<file path="config.mk">
export PLATFORM = sky130hd
export DESIGN_NAME = mult_iter_signed
export DESIGN_NICKNAME = d
export VERILOG_FILES = /design/src/rtl/mult_iter_signed_pkg.sv /design/src/rtl/mult_iter_signed_sign_mag.sv /design/src/rtl/mult_iter_signed.sv
export SDC_FILE = /design/constraint.sdc
export NUM_CORES = 1
export LEC_CHECK = 0
export BUFFER_PORTS_ARGS = -buffer_cell sky130_fd_sc_hd__clkbuf_2
export CORE_AREA = 2 2 144 146
export CTS_BUF_LIST = sky130_fd_sc_hd__clkbuf_8
export CTS_CLUSTER_DIAMETER = 120
export CTS_CLUSTER_SIZE = 8
export DETAILED_ROUTE_END_ITERATION = 12
export DIE_AREA = 0 0 146 148
export PLACE_DENSITY = 0.57
export SLEW_MARGIN = 20
export SYNTH_ARGS = -nofsm -noshare
export SYNTH_HDL_FRONTEND = slang
export SYNTH_SLANG_ARGS = --single-unit
</file>
<file path="constraint.sdc">
create_clock -name sys_clk -period 3.8 [get_ports sys_clk]
set_clock_uncertainty 0.15 [all_clocks]
set_input_delay 0.76 -clock sys_clk [delete_from_list [all_inputs] [get_ports sys_clk]]
set_output_delay 0.76 -clock sys_clk [all_outputs]
set_load 0.005 [all_outputs]
</file>
<file path="src/rtl/mult_iter_signed_pkg.sv">
// Shared types and helpers for the iterative shift-add multiplier.
package mult_iter_signed_pkg;

  // Control states; encodings kept fixed so waveforms read the same across builds.
  typedef enum logic [1:0] {
    ST_IDLE = 2'd0,
    ST_CALC = 2'd1,
    ST_DONE = 2'd2
  } state_t;

  // Product width: an A_W x B_W magnitude product never needs more than A_W+B_W bits.
  function automatic int prod_w(input int a_w, input int b_w);
    return a_w + b_w;
  endfunction

  // Iteration counter width; must be able to hold B_W.
  function automatic int cnt_w(input int b_w);
    return (b_w < 1) ? 1 : $clog2(b_w + 1);
  endfunction

endpackage

</file>
<file path="src/rtl/mult_iter_signed_sign_mag.sv">
// Sign/magnitude split of one operand. Purely combinational.
// The magnitude of the most-negative value still fits in W unsigned bits.
module sign_mag_conv #(
  parameter int W = 8
) (
  input  logic [W-1:0] val,
  input  logic         is_signed,
  output logic [W-1:0] mag,
  output logic         sgn
);

  // Negative only when the operand is declared two's complement and its msb is set.
  always_comb begin
    sgn = is_signed & val[W-1];
    mag = sgn ? (~val + W'(1)) : val;
  end

endmodule

</file>
<file path="src/rtl/mult_iter_signed.sv">
// Iterative radix-2 multiplier: one multiplier bit per cycle, optional early
// exit once the remaining multiplier bits are all zero. Operands are converted
// to magnitudes on accept; the sign is re-applied when the result is registered.
module mult_iter_signed
  import mult_iter_signed_pkg::*;
#(
  parameter int A_W        = 16,
  parameter int B_W        = 9,
  parameter int EARLY_EXIT = 1
) (
  input  logic                          sys_clk,
  input  logic                          sys_rst,
  input  logic                          in_valid,
  output logic                          in_ready,
  input  logic [A_W-1:0]                a,
  input  logic [B_W-1:0]                b,
  input  logic                          is_signed,
  output logic                          out_valid,
  input  logic                          out_ready,
  output logic [prod_w(A_W, B_W)-1:0]   p
);

  localparam int PW = prod_w(A_W, B_W);
  localparam int CW = cnt_w(B_W);

  state_t          state, state_nx;
  logic [A_W-1:0]  mag_a_in, mag_a;
  logic [B_W-1:0]  mag_b_in, mag_b;
  logic            sgn_a, sgn_b, neg;
  logic [PW-1:0]   acc, addend;
  logic [CW-1:0]   cnt;
  logic            accept, calc_last, out_hs;

  sign_mag_conv #(.W(A_W)) u_conv_a (
    .val       (a),
    .is_signed (is_signed),
    .mag       (mag_a_in),
    .sgn       (sgn_a)
  );

  sign_mag_conv #(.W(B_W)) u_conv_b (
    .val       (b),
    .is_signed (is_signed),
    .mag       (mag_b_in),
    .sgn       (sgn_b)
  );

  // Handshake decodes and the CALC termination condition.
  always_comb begin
    accept    = in_valid & in_ready;
    out_hs    = out_valid & out_ready;
    addend    = PW'(mag_a) << cnt;
    calc_last = (cnt == CW'(B_W - 1)) ||
                ((EARLY_EXIT != 0) && ((mag_b >> 1) == '0));
  end

  // State register.
  always_ff @(posedge sys_clk) begin
    if (sys_rst) state <= ST_IDLE;
    else         state <= state_nx;
  end

  // Next-state logic. DONE only releases after the output handshake, so a new
  // operand offered in the same cycle is taken one cycle later from IDLE.
  always_comb begin
    state_nx = state;
    case (state)
      ST_IDLE: if (accept)    state_nx = ST_CALC;
      ST_CALC: if (calc_last) state_nx = ST_DONE;
      ST_DONE: if (out_hs)    state_nx = ST_IDLE;
      default:                state_nx = ST_IDLE;
    endcase
  end

  // State-decoded outputs.
  always_comb begin
    in_ready = (state == ST_IDLE);
  end

  // Datapath: operand capture, shift-add accumulation, result register.
  // The first DONE cycle loads p from the finished accumulator and raises
  // out_valid; both then hold until the downstream takes the product.
  always_ff @(posedge sys_clk) begin
    if (sys_rst) begin
      mag_a     <= '0;
      mag_b     <= '0;
      neg       <= 1'b0;
      acc       <= '0;
      cnt       <= '0;
      p         <= '0;
      out_valid <= 1'b0;
    end else begin
      case (state)
        ST_IDLE: begin
          if (accept) begin
            mag_a <= mag_a_in;
            mag_b <= mag_b_in;
            neg   <= sgn_a ^ sgn_b;
            acc   <= '0;
            cnt   <= '0;
          end
        end
        ST_CALC: begin
          if (mag_b[0]) acc <= acc + addend;
          mag_b <= mag_b >> 1;
          cnt   <= cnt + CW'(1);
        end
        ST_DONE: begin
          if (!out_valid) begin
            p         <= neg ? (~acc + PW'(1)) : acc;
            out_valid <= 1'b1;
          end else if (out_ready) begin
            out_valid <= 1'b0;
          end
        end
        default: out_valid <= 1'b0;
      endcase
    end
  end

endmodule

</file>
After elaboration in Yosys (flattened, before gate mapping)
Index checks and enable logic that the tools add are counted.
- register bits: 83
- word-level logic and storage cells: 57
- add/sub/neg operators: 5
- shift-type cells: 1
- reduce and logical (&&, ||, !) cells: 10
- multiplexer cells: 17
- bitwise operators: 9
- equal/unequal tests: 7
- operators with widths (operator ; number):
    two-way mux 25 bit ; 3
    one-hot mux 25 bit (2 select lines) ; 1
    adder 25 x 1 -> 25 bit (second input constant) ; 1
    adder 25 bit ; 1
    NOT 25 bit ; 1
    left shift 16 x 4 -> 25 bit ; 1
    two-way mux 9 bit ; 2
    one-hot mux 9 bit (2 select lines) ; 1
    adder 16 x 1 -> 16 bit (second input constant) ; 1
    two-way mux 16 bit ; 1
    NOT 16 bit ; 1
    adder 9 x 1 -> 9 bit (second input constant) ; 1
    logical NOT 9 bit ; 1
    NOT 9 bit ; 1
    one-hot mux 4 bit (2 select lines) ; 1
    two-way mux 2 bit ; 3
    != test 2 bit (second input constant) ; 3
    one-hot mux 2 bit (3 select lines) ; 1
    AND reduction 2 bit ; 3
    AND reduction 3 bit ; 2
    adder 4 x 1 -> 4 bit (second input constant) ; 1
    AND 1 bit ; 4
    equality test 4 bit (second input constant) ; 1
    two-way mux 4 bit ; 1
    11 further kinds ; 12

Depth between registers and ports, before layout
Gate-level depths: netlist (run 1).
- depth after elaboration: 5
- depth in mapped cells: 16

By module
Synthesis (run 1) repeated with hierarchy kept, for this count alone.
- cells, all modules: 761
- area, all modules: 5985.7 um^2
- modules (own cells, without submodules) (module ; area each (um^2) ; cells an instance ; seq. area each (um^2) ; instances):
    mult_iter_signed ; 5450.2 ; 682 ; 1661.6 ; 1
    sign_mag_conv (u_conv_a) ; 357.8 ; 53 ; 0.0 ; 1
    sign_mag_conv (u_conv_b) ; 177.7 ; 26 ; 0.0 ; 1

Least setup slack after synthesis (run 1)
Ideal clock, no wire load.
- path kind: reg-to-reg
- from: reg cnt[1]
- to: reg acc[24]
- path slack: 0.099 ns
- arrival time: 3.424 ns
- library setup time: 0.127 ns
- cell stages (with the launch flop): 13
- buffers on the path: 3
- cell sequence: dfxtp_1 buf_2 buf_1 clkbuf_1 mux4_2 o21ai_0 a21oi_1 ha_1 nand4_1 or4_1 o311ai_1 mux2i_1 o211ai_1
- longest elaborated chain between the ends: 4
- ends and longest elaborated chain (what ; RTL line ; text):
    start, declared ; mult_iter_signed.sv:31 ; logic [CW-1:0] cnt;
    start signal, assigned ; mult_iter_signed.sv:106 ; cnt <= cnt + CW'(1);
    left shift 16 x 4 -> 25 bit ; mult_iter_signed.sv:52 ; addend = PW'(mag_a) << cnt;
    adder 25 bit ; mult_iter_signed.sv:104 ; if (mag_b[0]) acc <= acc + addend;
    two-way mux 25 bit ; mult_iter_signed.sv:104 ;
    one-hot mux 25 bit (2 select lines) ; mult_iter_signed.sv:93 ; case (state)
    end signal, assigned ; mult_iter_signed.sv:104 ;
    end, declared ; mult_iter_signed.sv:30 ; logic [PW-1:0] acc, addend;
No other way between the ends. The select of a mux whose other input is x is not followed.
A chain may end at the register's enable or synchronous reset.

Worst setup path after layout (run 1)
- from: reg cnt[0]
- to: reg acc[22]
The elaborated chain is that of the path after synthesis.

==> results of run 1 <==
[worst max-delay path, stage by stage, from the launching register on]
cell and delay (ps):
dfxtp_4 400, buf_4 140, mux4_2 520, mux2_2 290, nand2_1 60, o21ai_0 130, ha_1 410, nand3_1 160
or2_2 320, a21oi_1 190, o32ai_2 150, o41ai_2 280, xnor2_1 170, o21ai_0 90
[path summary, 6_finish.rpt]
kind / slack (ps) / cells past startpoint / startpoint / end
min reg2reg: 310 / 2 / p[21] / p[21]
max reg2reg: 240 / 13 / cnt[0] / acc[22]
min: 310 / 2 / p[21] / p[21]
max: 240 / 13 / cnt[0] / acc[22]
[layout by cell type, fill, tap and decap left out, types with 5 or more instances in the layout]
cell type	instances
nand2_1	107
nor2_1	101
dfxtp_1	81
a21oi_1	68
clkbuf_2	56
o21ai_0	49
xor2_1	36
ha_1	29
a211oi_1	27
buf_4	24
inv_1	22
xnor2_1	21
nand3_1	16
nor3_1	14
mux2i_1	13
a22oi_1	12
clkbuf_8	12
or3_1	10
o31ai_1	10
a311oi_1	8
a21o_1	7
mux2_2	7
a31oi_1	6
or4_1	6
nor2b_1	6
nand4_1	6
o21a_1	6
or2_2	5
mux4_2	5
[area by class of cell]
type                       count  area, um2  area share (%)
sequential                    83       1670            24.5
multi-input combinational    635       4020            59.1
clock inverter                 3       46.3           0.680
inverter                      25       97.6            1.43
timing repair buffer          81        472            6.93
clock buffer                  12        165            2.43
tap                          270        338            4.96
[metrics by stage]
| stage | util (%) | hold slack (ps) | total power, mW | setup WS (ps) |
|---|---|---|---|---|
| global route | 34.0 | 327 | 2.38 | 28.2 |
| detailed placement | 32.7 | 297 | 1.58 | 4.28 |
| global placement | 32.7 | 291 | 1.58 | 61.7 |
| finish | 34.0 | 306 | 2.23 | 236 |
| CTS | 33.8 | 309 | 2.25 | 98.2 |
| floorplan | - | 294 | 1.41 | 99.1 |
[flip-flops by register name, indices dropped and copies added (netlist names)]
name,cells
acc,25
cnt,4
mag_a,16
mag_b,9
neg,1
out_valid,1
p,25
state,2
[report_power, final]
part	switching, mW	internal, mW
clock	0.316	0.355
sequential	0.0550	0.931
combinational	0.342	0.234
[per-layer routing]
metal  up-vias  share of wire, %
li1       2921                 -
met1      2504                52
met2        95                43
met3        10               3.8
met4         0              0.91
met5         -                 0
[repair_timing]
action                     in CTS  in global routing
setup endpoints to repair       1                  7
gates resized for setup         1                 11
hold endpoints to repair        0                  0
[cells by family (layout without fill, tap and decap cells)]
group,count (synthesis),in the layout
simple gates,296,296
compound gates,226,226
flops,83,83
buf+inv,66,121
xor+xnor,57,57
fa+ha+maj,30,30
mux,26,26
==> metrics.txt, run 1 <==
# TYPE chip_impl_metric gauge
chip_impl_info{name="status",value="finished clean"} 1
chip_impl_metric{name="timing_hold_violations_final",unit=""} 0
chip_impl_metric{name="synthXorXnorAreaFrac",unit="%"} 8.47
chip_impl_metric{name="cts.sinks",unit=""} 83
chip_impl_metric{name="yosysUniqueCellTypes",unit=""} 66
chip_impl_metric{name="post_cts.repair.setup_buffers",unit=""} 0
chip_impl_metric{name="die_w",unit="um"} 146
chip_impl_metric{name="max_cap_violations",unit=""} 0
chip_impl_metric{name="areaGrowthSynthToFinish",unit="%"} 15.4
chip_impl_metric{name="synth_top_area_share",unit="%"} 28.2
chip_impl_info{name="yosysMostFrequentCell",value="nand2_1"} 1
chip_impl_metric{name="synth_seq_cells",unit=""} 83
chip_impl_metric{name="drt_first_iter_violations",unit=""} 370
chip_impl_info{name="path_class",value="flop to flop"} 1
chip_impl_metric{name="crit_arrival",unit="ps"} 3670
chip_impl_metric{name="globalRouteTotalUtil",unit="%"} 14.4
chip_impl_metric{name="initial_cell_density_of_the_core",unit="%"} 29.4
chip_impl_metric{name="die_area",unit="um2"} 21600
chip_impl_metric{name="total_number_of_yosys_warnings",unit=""} 0
chip_impl_info{name="ys.flop_type",value="dfxtp_1"} 1
chip_impl_metric{name="io_buffers",unit=""} 56
chip_impl_info{name="worst_hold_path_type",value="flop to flop"} 1
chip_impl_metric{name="final_cell_count_no_fill",unit=""} 1109
chip_impl_metric{name="report.final.slew_viol_count",unit=""} 0
chip_impl_metric{name="postRouteWirelength",unit="mm"} 15.1
chip_impl_metric{name="drive_above_1_share",unit="%"} 15.6
chip_impl_metric{name="synth_adder_area_share",unit="%"} 6.49
chip_impl_metric{name="fp.coreArea",unit="um2"} 20000
chip_impl_metric{name="ios",unit=""} 57
chip_impl_metric{name="drt_drc_violations_left",unit=""} 0
chip_impl_metric{name="post_synth.cell_area_avg",unit="um2"} 7.52
chip_impl_info{name="grt_setup_unrepaired",value="false"} 1
chip_impl_metric{name="gpl.final_weighted_congestion",unit=""} 0.928
chip_impl_metric{name="dpl-instance-area",unit="um2"} 6550
chip_impl_metric{name="number_of_global_route_vias_before_repair",unit=""} 5236
chip_impl_info{name="crit_path_start_kind",value="flop"} 1
chip_impl_metric{name="min_period_over_period",unit="%"} 93.8
chip_impl_metric{name="finalSetupTns",unit="ps"} 0
chip_impl_metric{name="synth_cells",unit=""} 784
chip_impl_metric{name="routed-via-count",unit=""} 5530
chip_impl_info{name="synth_largest_area_cell",value="dfxtp_1"} 1
chip_impl_metric{name="post-route-cell-area",unit="um2"} 6810
chip_impl_metric{name="fmaxAchievable",unit="MHz"} 281
chip_impl_metric{name="ys_seq_area_share",unit="%"} 28.2
chip_impl_metric{name="muxShareOfSynthArea",unit="%"} 5.62
chip_impl_metric{name="synth_nets",unit=""} 844
chip_impl_metric{name="power-per-cell-area",unit="nW/um2"} 328
chip_impl_metric{name="max-clock-path-buffers",unit=""} 2
chip_impl_metric{name="worst_endpoint_required_time",unit="ps"} 3900
chip_impl_metric{name="worstPathMaxFanout",unit=""} 6
chip_impl_metric{name="layout.nets",unit=""} 895
chip_impl_metric{name="clock_latency_reported_for_the_late_side_of_the_worst_skew_pair",unit="ps"} 370
chip_impl_metric{name="cellLeakagePower",unit="nW"} 2.70
chip_impl_info{name="synth_top_family_by_area",value="compound AO/OA/AOI/OAI gates"} 1
chip_impl_metric{name="grt_pass1_wl",unit="mm"} 25.9
chip_impl_metric{name="synth_async_sr_flop_share",unit="%"} 0
chip_impl_metric{name="antenna-diode-count",unit=""} 0
chip_impl_metric{name="final.min_clock_period",unit="ps"} 3560
chip_impl_metric{name="std_cell_rows",unit=""} 52
chip_impl_metric{name="vdd_ir_drop_max",unit="mV"} 0.140
chip_impl_metric{name="cts.hold.buffers_added",unit=""} 0
chip_impl_metric{name="report.final.setup_viol",unit=""} 0
chip_impl_info{name="top_cell_types_by_occurrence_after_synthesis",value="nand2_1, nor2_1, dfxtp_1"} 1
chip_impl_metric{name="avgRoutedWirePerCell",unit="um"} 13.6
chip_impl_metric{name="layout.filler_cells",unit=""} 2215
chip_impl_metric{name="grt.overflow.total",unit=""} 0
chip_impl_metric{name="syn_area",unit="um2"} 5900
chip_impl_info{name="grt-busiest-layer",value="met2"} 1
chip_impl_metric{name="worst_slew_margin_rel",unit="%"} 39.3
chip_impl_info{name="cts_root_buffer",value="clkbuf_8"} 1
chip_impl_metric{name="synth_compound_gate_area_share",unit="%"} 24.3
chip_impl_metric{name="grt_start_max_net_pins",unit=""} 66
chip_impl_metric{name="number_of_enable_flip_flop_cells_after_synthesis",unit=""} 0
chip_impl_metric{name="via_density_per_instance",unit=""} 4.99
chip_impl_metric{name="met3_track_demand_over_resource",unit="%"} 2.65
chip_impl_info{name="worstSetupEndpointType",value="flop"} 1
chip_impl_info{name="dominant_cells_by_area_after_synthesis",value="dfxtp_1, nand2_1, nor2_1"} 1
chip_impl_metric{name="grt_use_met2",unit="%"} 22.7
chip_impl_metric{name="die_height",unit="um"} 148
chip_impl_metric{name="cts.reportedPaths.clkPinSlew",unit="ps"} 90
chip_impl_metric{name="dr.pass1.iters",unit=""} 5
chip_impl_metric{name="ant_nets",unit=""} 0
chip_impl_metric{name="antenna_found_initial",unit=""} 0
chip_impl_metric{name="place_inst",unit=""} 1094
chip_impl_metric{name="detailed_place_hpwl",unit="mm"} 12.1
chip_impl_metric{name="worst_slew_pin_slew",unit="ps"} 907
chip_impl_info{name="cts_tree",value="done"} 1
chip_impl_metric{name="globalRouteMet1Util",unit="%"} 20.5
chip_impl_metric{name="number_of_buffers_created_by_cts",unit=""} 9
chip_impl_metric{name="yosys.area_share.simple",unit="%"} 22.6
chip_impl_metric{name="cts_htree_levels",unit=""} 3
Note: power is estimated with default switching activity, not from simulation.
==> run 2: changes to the inputs <==
Settings changed: CORE_AREA 2 2 144 146 to 2 2 145 147, DIE_AREA 0 0 146 148 to 0 0 147 149, SYNTH_HIERARCHICAL set to 1.
Clock period 3.8 ns to 2.9 ns, I/O delays scaled along.
==> metrics.txt, run 2 <==
# TYPE chip_impl_metric gauge
chip_impl_info{name="yosysMostFrequentCell",value="nand2_1"} 1
chip_impl_info{name="biggestRegsByFlops",value="acc x25, p x25, mag_a x16"} 1
chip_impl_info{name="layout_commonest_cell",value="buf_4"} 1
chip_impl_metric{name="yosys.area_share.simple",unit="%"} 22.1
chip_impl_metric{name="max_cap_violations",unit=""} 0
chip_impl_metric{name="postRouteWirelength",unit="mm"} 15.9
chip_impl_metric{name="routed-via-count",unit=""} 5781
chip_impl_metric{name="detailed_place_hpwl",unit="mm"} 11.9
chip_impl_metric{name="crit_arrival",unit="ps"} 3530
chip_impl_metric{name="vdd_ir_drop_max",unit="mV"} 0.209
chip_impl_metric{name="post_synth.cell_area_avg",unit="um2"} 7.87
chip_impl_metric{name="worst_slew_margin_rel",unit="%"} 49.1
chip_impl_metric{name="worstRegToRegCells",unit=""} 13
chip_impl_metric{name="util_after_layout",unit="%"} 39.6
chip_impl_metric{name="synth_adder_area_share",unit="%"} 6.40
chip_impl_info{name="crit_path_cell_trace",value="buf_6 > mux4_2 > mux2i_2 > o22ai_1 > ha_1 > o211ai_1 > nor2_1 > o2111ai_2 > a211oi_2 > and4b_2 > nor3_4 > nand4bb_1 > o211ai_1"} 1
chip_impl_info{name="synth_top_family_by_area",value="compound AO/OA/AOI/OAI gates"} 1
chip_impl_info{name="crit_path_top_delay_cell",value="mux4_2"} 1
chip_impl_metric{name="grt_start_max_net_pins",unit=""} 50
chip_impl_info{name="grt_setup_unrepaired",value="true"} 1
chip_impl_metric{name="synthXorXnorAreaFrac",unit="%"} 9.36
chip_impl_info{name="failed_checks",value="negative setup slack"} 1
chip_impl_info{name="ys.flop_type",value="dfxtp_1"} 1
chip_impl_metric{name="areaGrowthSynthToFinish",unit="%"} 36.1
chip_impl_info{name="path_class",value="flop to flop"} 1
chip_impl_metric{name="ant_nets",unit=""} 0
chip_impl_metric{name="min_period_over_period",unit="%"} 117
chip_impl_metric{name="report.final.slew_viol_count",unit=""} 0
chip_impl_info{name="dominant_cells_by_area_after_synthesis",value="dfxtp_1, nand2_1, ha_1"} 1
chip_impl_metric{name="grt_pass1_wl",unit="mm"} 26.5
chip_impl_metric{name="drive_above_1_share",unit="%"} 34.2
chip_impl_info{name="top_cell_types_by_occurrence_after_synthesis",value="nand2_1, nor2_1, dfxtp_1"} 1
chip_impl_metric{name="cts_htree_levels",unit=""} 3
chip_impl_metric{name="cts.reportedPaths.clkPinSlew",unit="ps"} 90
chip_impl_metric{name="cts.sinks",unit=""} 83
chip_impl_metric{name="number_of_global_route_vias_before_repair",unit=""} 5417
chip_impl_metric{name="report.final.setup_viol",unit=""} 16
chip_impl_info{name="crit_path_start_kind",value="flop"} 1
chip_impl_metric{name="synth_cells",unit=""} 761
chip_impl_metric{name="worst_slew_pin_slew",unit="ps"} 756
chip_impl_metric{name="finalSetupTns",unit="ps"} -5280
chip_impl_info{name="critical_path.top_delay_family",value="simple AND/OR/NAND/NOR gates"} 1
chip_impl_metric{name="std_cell_rows",unit=""} 53
chip_impl_metric{name="worstPathMaxFanout",unit=""} 6
chip_impl_metric{name="worstHoldPathCells",unit=""} 3
chip_impl_metric{name="number_of_enable_flip_flop_cells_after_synthesis",unit=""} 0
chip_impl_metric{name="die_area",unit="um2"} 21900
chip_impl_metric{name="clock_latency_reported_for_the_late_side_of_the_worst_skew_pair",unit="ps"} 380
chip_impl_metric{name="ys_seq_area_share",unit="%"} 27.8
chip_impl_metric{name="number_of_buffers_created_by_cts",unit=""} 9
chip_impl_metric{name="fmaxAchievable",unit="MHz"} 294
chip_impl_metric{name="drt_drc_violations_left",unit=""} 0
chip_impl_metric{name="setup_ws_final",unit="ps"} -502
chip_impl_info{name="worst_hold_path_type",value="input pin to flop"} 1
chip_impl_metric{name="antenna-diode-count",unit=""} 0
chip_impl_metric{name="muxShareOfSynthArea",unit="%"} 5.92
chip_impl_metric{name="initial_cell_density_of_the_core",unit="%"} 29.1
chip_impl_metric{name="power.total",unit="mW"} 3.67
chip_impl_metric{name="buffers_plus_inverters_on_the_worst_setup_path",unit=""} 1
chip_impl_info{name="synth_largest_area_cell",value="dfxtp_1"} 1
chip_impl_metric{name="synth_compound_gate_area_share",unit="%"} 24.4
chip_impl_metric{name="die_height",unit="um"} 149
chip_impl_metric{name="timing_hold_violations_final",unit=""} 0
chip_impl_metric{name="total_number_of_yosys_warnings",unit=""} 6
chip_impl_metric{name="crit_path_max_incr_delay",unit="ps"} 530
chip_impl_metric{name="io_buffers",unit=""} 56
chip_impl_metric{name="synth_seq_cells",unit=""} 83
chip_impl_info{name="critical_path.most_common_cell",value="o211ai_1"} 1
chip_impl_metric{name="grt.overflow.total",unit=""} 0
chip_impl_metric{name="power-per-cell-area",unit="nW/um2"} 451
chip_impl_metric{name="hold_ws",unit="ps"} 302
chip_impl_info{name="cts_tree",value="done"} 1
chip_impl_info{name="status",value="finished, violations left"} 1
chip_impl_metric{name="area_of_the_multi_input_gates",unit="um2"} 4520
chip_impl_metric{name="dr.pass1.iters",unit=""} 4
chip_impl_metric{name="layout.filler_cells",unit=""} 2099
chip_impl_metric{name="die_w",unit="um"} 147
chip_impl_metric{name="via_density_per_instance",unit=""} 4.83
chip_impl_info{name="layout_common_cells",value="buf_4, nand2_1, nor2_1"} 1
chip_impl_metric{name="seq_area",unit="um2"} 1670
chip_impl_metric{name="globalRouteTotalUtil",unit="%"} 14.6
chip_impl_metric{name="yosysUniqueCellTypes",unit=""} 60
chip_impl_metric{name="drt_first_iter_violations",unit=""} 300
chip_impl_metric{name="synth_nets",unit=""} 821
chip_impl_info{name="worstSetupEndpointType",value="flop"} 1
chip_impl_metric{name="fp.coreArea",unit="um2"} 20600
chip_impl_metric{name="layout.nets",unit=""} 977
chip_impl_metric{name="synth_top_area_share",unit="%"} 27.8
chip_impl_info{name="cts_root_buffer",value="clkbuf_8"} 1
chip_impl_metric{name="final.min_clock_period",unit="ps"} 3400
chip_impl_metric{name="syn_area",unit="um2"} 5990
chip_impl_metric{name="max-clock-path-buffers",unit=""} 2
chip_impl_metric{name="synth_async_sr_flop_share",unit="%"} 0
chip_impl_metric{name="avgRoutedWirePerCell",unit="um"} 13.2
chip_impl_metric{name="critical_path_cell_count",unit=""} 13
chip_impl_metric{name="worst_endpoint_required_time",unit="ps"} 3030
chip_impl_metric{name="ios",unit=""} 57
chip_impl_metric{name="cellLeakagePower",unit="nW"} 3.45
chip_impl_metric{name="gpl.final_weighted_congestion",unit=""} 0.876
chip_impl_metric{name="antenna_found_initial",unit=""} 0
==> run 2: final timing paths <==
path | endpoint | start | slack (ps)
worst max-delay path | acc[24] | cnt[0] | -500
worst min-delay path | mag_a[0] | a[0] | 300
worst max register to register | acc[24] | cnt[0] | -500
worst min register to register | mag_b[1] | mag_b[2] | 350
==> run 2: metal layers <==
layer | track usage [%] | share of wire, % | up-vias
li1 | - | - | 3074
met5 | 0 | 0 | -
met4 | 3.75 | 1.2 | 0
met2 | 23.8 | 44 | 81
met3 | 2.66 | 3.0 | 17
met1 | 20.1 | 52 | 2609
==> run 2: area by class of cell <==
| cell class | count | share of cell area [%] |
|---|---|---|
| inverter | 15 | 0.707 |
| sequential | 83 | 20.5 |
| clock buffer | 9 | 1.52 |
| clock inverter | 7 | 0.922 |
| tap | 275 | 4.22 |
| multi-input combinational | 617 | 55.5 |
| timing repair buffer | 191 | 16.6 |
==> run 2: logic make-up after synthesis <==
| logic type | count (synthesis) |
|---|---|
| adder cells (fa/ha/maj) | 30 |
| AO/OA/AOI/OAI | 214 |
| flip-flops | 83 |
| buffers and inverters | 61 |
| multiplexers | 27 |
| AND/OR/NAND/NOR | 282 |
| XOR/XNOR | 64 |
==> run 2: per-stage QoR <==
step                      instance area (um2)  setup slack (ps)  cells
after floorplan                          6120              -384    761
after global placement                   7330              -570   1154
after detailed placement                 7330              -591   1154
after CTS                                7920              -436   1187
after global routing                     8140              -621   1197
final                                    8140              -502   1197
==> run 2: worst register-to-register path, stage by stage (launching register included) <==
cell and delay [ps]:
dfxtp_4 400, buf_6 110, mux4_2 530, mux2i_2 250
o22ai_1 150, ha_1 330, o211ai_1 90, nor2_1 170
o2111ai_2 160, a211oi_2 260, and4b_2 290, nor3_4 190
nand4bb_1 140, o211ai_1 80
==> run 2: timing repair <==
action | CTS | global route
cloned | 0 | 0
hold buffers | 0 | 0
pin swaps | 40 | 35
setup buffers | 17 | 11
endpoints found under the setup margin | 18 | 20
resized for setup | 64 | 31
==> run 2: report_power, final <==
| part | internal (mW) | switching [mW] | total, mW |
|---|---|---|---|
| combinational | 0.687 | 0.746 | 1.43 |
| clock | 0.403 | 0.467 | 0.870 |
| sequential | 1.27 | 0.103 | 1.37 |
| total | 2.36 | 1.32 | 3.67 |
==> run 3: changes to the inputs <==
Settings changed: CORE_AREA 2 2 145 147 to 2 2 144 146, DIE_AREA 0 0 147 149 to 0 0 146 148, SYNTH_HIERARCHICAL 1 to not set.
==> metrics.txt, run 3 (synthesized netlist as in run 1, its figures left out) <==
# TYPE chip_impl_metric gauge
chip_impl_info{name="crit_path_start_kind",value="flop"} 1
chip_impl_metric{name="number_of_buffers_created_by_cts",unit=""} 9
chip_impl_metric{name="initial_cell_density_of_the_core",unit="%"} 29.4
chip_impl_metric{name="layout.filler_cells",unit=""} 2022
chip_impl_metric{name="power.total",unit="mW"} 3.27
chip_impl_metric{name="cts.reportedPaths.clkPinSlew",unit="ps"} 90
chip_impl_metric{name="drt_first_iter_violations",unit=""} 325
chip_impl_metric{name="area_of_the_multi_input_gates",unit="um2"} 4600
chip_impl_metric{name="detailed_place_hpwl",unit="mm"} 12.8
chip_impl_metric{name="cts.sinks",unit=""} 83
chip_impl_metric{name="min_period_over_period",unit="%"} 113
chip_impl_metric{name="worst_slew_pin_slew",unit="ps"} 579
chip_impl_info{name="cts_tree",value="done"} 1
chip_impl_metric{name="timing_hold_violations_final",unit=""} 0
chip_impl_info{name="status",value="finished, violations left"} 1
chip_impl_info{name="layout_common_cells",value="buf_4, nand2_1, nor2_1"} 1
chip_impl_info{name="worst_hold_path_type",value="input pin to flop"} 1
chip_impl_metric{name="antenna_found_initial",unit=""} 0
chip_impl_metric{name="cellLeakagePower",unit="nW"} 3.45
chip_impl_metric{name="power-per-cell-area",unit="nW/um2"} 392
chip_impl_metric{name="drt_drc_violations_left",unit=""} 0
chip_impl_metric{name="via_density_per_instance",unit=""} 4.94
chip_impl_metric{name="seq_area",unit="um2"} 1670
chip_impl_info{name="failed_checks",value="negative setup slack"} 1
chip_impl_metric{name="dr.pass1.iters",unit=""} 5
chip_impl_metric{name="die_height",unit="um"} 148
chip_impl_metric{name="util_after_layout",unit="%"} 41.7
chip_impl_metric{name="grt.overflow.total",unit=""} 0
chip_impl_metric{name="final_cell_count_no_fill",unit=""} 1225
chip_impl_metric{name="antenna-diode-count",unit=""} 0
chip_impl_metric{name="gpl.final_weighted_congestion",unit=""} 0.965
chip_impl_metric{name="die_area",unit="um2"} 21600
chip_impl_metric{name="worstPathMaxFanout",unit=""} 5
chip_impl_metric{name="ant_nets",unit=""} 0
chip_impl_metric{name="globalRouteTotalUtil",unit="%"} 15.2
chip_impl_metric{name="worst_endpoint_required_time",unit="ps"} 3030
chip_impl_metric{name="vdd_ir_drop_max",unit="mV"} 0.238
chip_impl_info{name="layout_commonest_cell",value="buf_4"} 1
chip_impl_info{name="worstSetupEndpointType",value="flop"} 1
chip_impl_info{name="cts_root_buffer",value="clkbuf_8"} 1
chip_impl_metric{name="routed-via-count",unit=""} 6051
chip_impl_info{name="grt_setup_unrepaired",value="true"} 1
chip_impl_metric{name="grt_pass1_wl",unit="mm"} 27.1
chip_impl_metric{name="cts_htree_levels",unit=""} 3
chip_impl_metric{name="grt_start_max_net_pins",unit=""} 41
chip_impl_metric{name="max-clock-path-buffers",unit=""} 2
chip_impl_metric{name="finalSetupTns",unit="ps"} -4410
chip_impl_metric{name="crit_arrival",unit="ps"} 3410
chip_impl_metric{name="fp.coreArea",unit="um2"} 20000
chip_impl_metric{name="std_cell_rows",unit=""} 52
chip_impl_metric{name="areaGrowthSynthToFinish",unit="%"} 41.7
chip_impl_metric{name="place_inst",unit=""} 1177
chip_impl_metric{name="number_of_global_route_vias_before_repair",unit=""} 5472
chip_impl_metric{name="postRouteWirelength",unit="mm"} 17.1
chip_impl_metric{name="layout.nets",unit=""} 1010
chip_impl_metric{name="worst_slew_margin_rel",unit="%"} 61.3
chip_impl_metric{name="drive_above_1_share",unit="%"} 34.6
chip_impl_metric{name="die_w",unit="um"} 146
chip_impl_metric{name="io_buffers",unit=""} 56
chip_impl_metric{name="clock_latency_reported_for_the_late_side_of_the_worst_skew_pair",unit="ps"} 380
chip_impl_metric{name="hold_ws",unit="ps"} 302
chip_impl_metric{name="ios",unit=""} 57
chip_impl_metric{name="report.final.setup_viol",unit=""} 19
chip_impl_metric{name="final.min_clock_period",unit="ps"} 3280
chip_impl_metric{name="fmaxAchievable",unit="MHz"} 305
chip_impl_metric{name="max_cap_violations",unit=""} 0
chip_impl_metric{name="report.final.slew_viol_count",unit=""} 0
chip_impl_metric{name="setup_ws_final",unit="ps"} -383
chip_impl_metric{name="avgRoutedWirePerCell",unit="um"} 13.9
chip_impl_info{name="biggestRegsByFlops",value="acc x25, p x25, mag_a x16"} 1
chip_impl_info{name="path_class",value="flop to flop"} 1
-- run 3: cell types whose count changed in the layout (fill, tap and decap cells not counted), sizes merged, moves of 6 or more --
cell,previous run,this run
o41ai,9,2
a21oi,60,69
inv,15,23
o21ai,37,51
nand2,99,107
nor2,95,102
a22o,15,0
a211oi,33,27
nand3,9,16
or3,5,11
nor2b,14,6
-- run 3: report_power, final --
| group | internal, mW | leakage, nW | switching, mW |
|---|---|---|---|
| Combinational | 0.527 | 2.67 | 0.569 |
| Clock | 0.448 | 0.106 | 0.436 |
| Sequential | 1.22 | 0.677 | 0.0765 |
-- run 3: timing repair --
action,in CTS,in global routing
endpoints found under the hold margin,0,0
pin swaps,35,56
setup buffers,19,13
gates cloned,1,0
endpoints found under the setup margin,19,20
hold buffers,0,0
resized for setup,63,84
-- run 3: final cells by class --
cell class	instances	area share (%)
clock buffer	11	1.81
clock inverter	5	0.719
sequential	83	20.0
tap	270	4.04
multi-input combinational	635	55.0
timing repair buffer	196	17.3
inverter	25	1.14
-- run 3: layer usage --
metal	part of all wire [%]	track usage, %	vias up
li1	-	-	3150
met1	49	21.4	2741
met2	45	24.3	136
met3	4.3	2.59	24
met4	1.6	3.59	0
met5	0	0	-
-- run 3: through the flow --
stage | cell area [um2] | setup slack, ps
floorplan | 6060 | -366
global placement | 7290 | -469
detailed placement | 7290 | -546
CTS | 7880 | -362
global route | 8360 | -531
finish | 8360 | -383
-- run 3: critical path, stage by stage, from the launching register on --
cell,delay (ps)
dfxtp_4,400
buf_4,120
mux2_4,310
nor2_4,90
a21oi_2,50
mux2_4,270
nand2_2,70
o21ai_2,70
ha_4,270
buf_6,120
a21oi_4,170
o21ai_2,90
a31o_4,230
a311oi_4,330
o21a_1,210
xor2_1,170
o21ai_1,70
-- run 3: worst paths after layout --
kind | from | end | slack (ps) | cells after the start
setup / recovery | cnt[1] | acc[15] | -380 | 16
hold / removal | a[0] | mag_a[0] | 300 | 3
setup reg to reg | cnt[1] | acc[15] | -380 | 16
hold reg to reg | p[21] | p[21] | 300 | 2
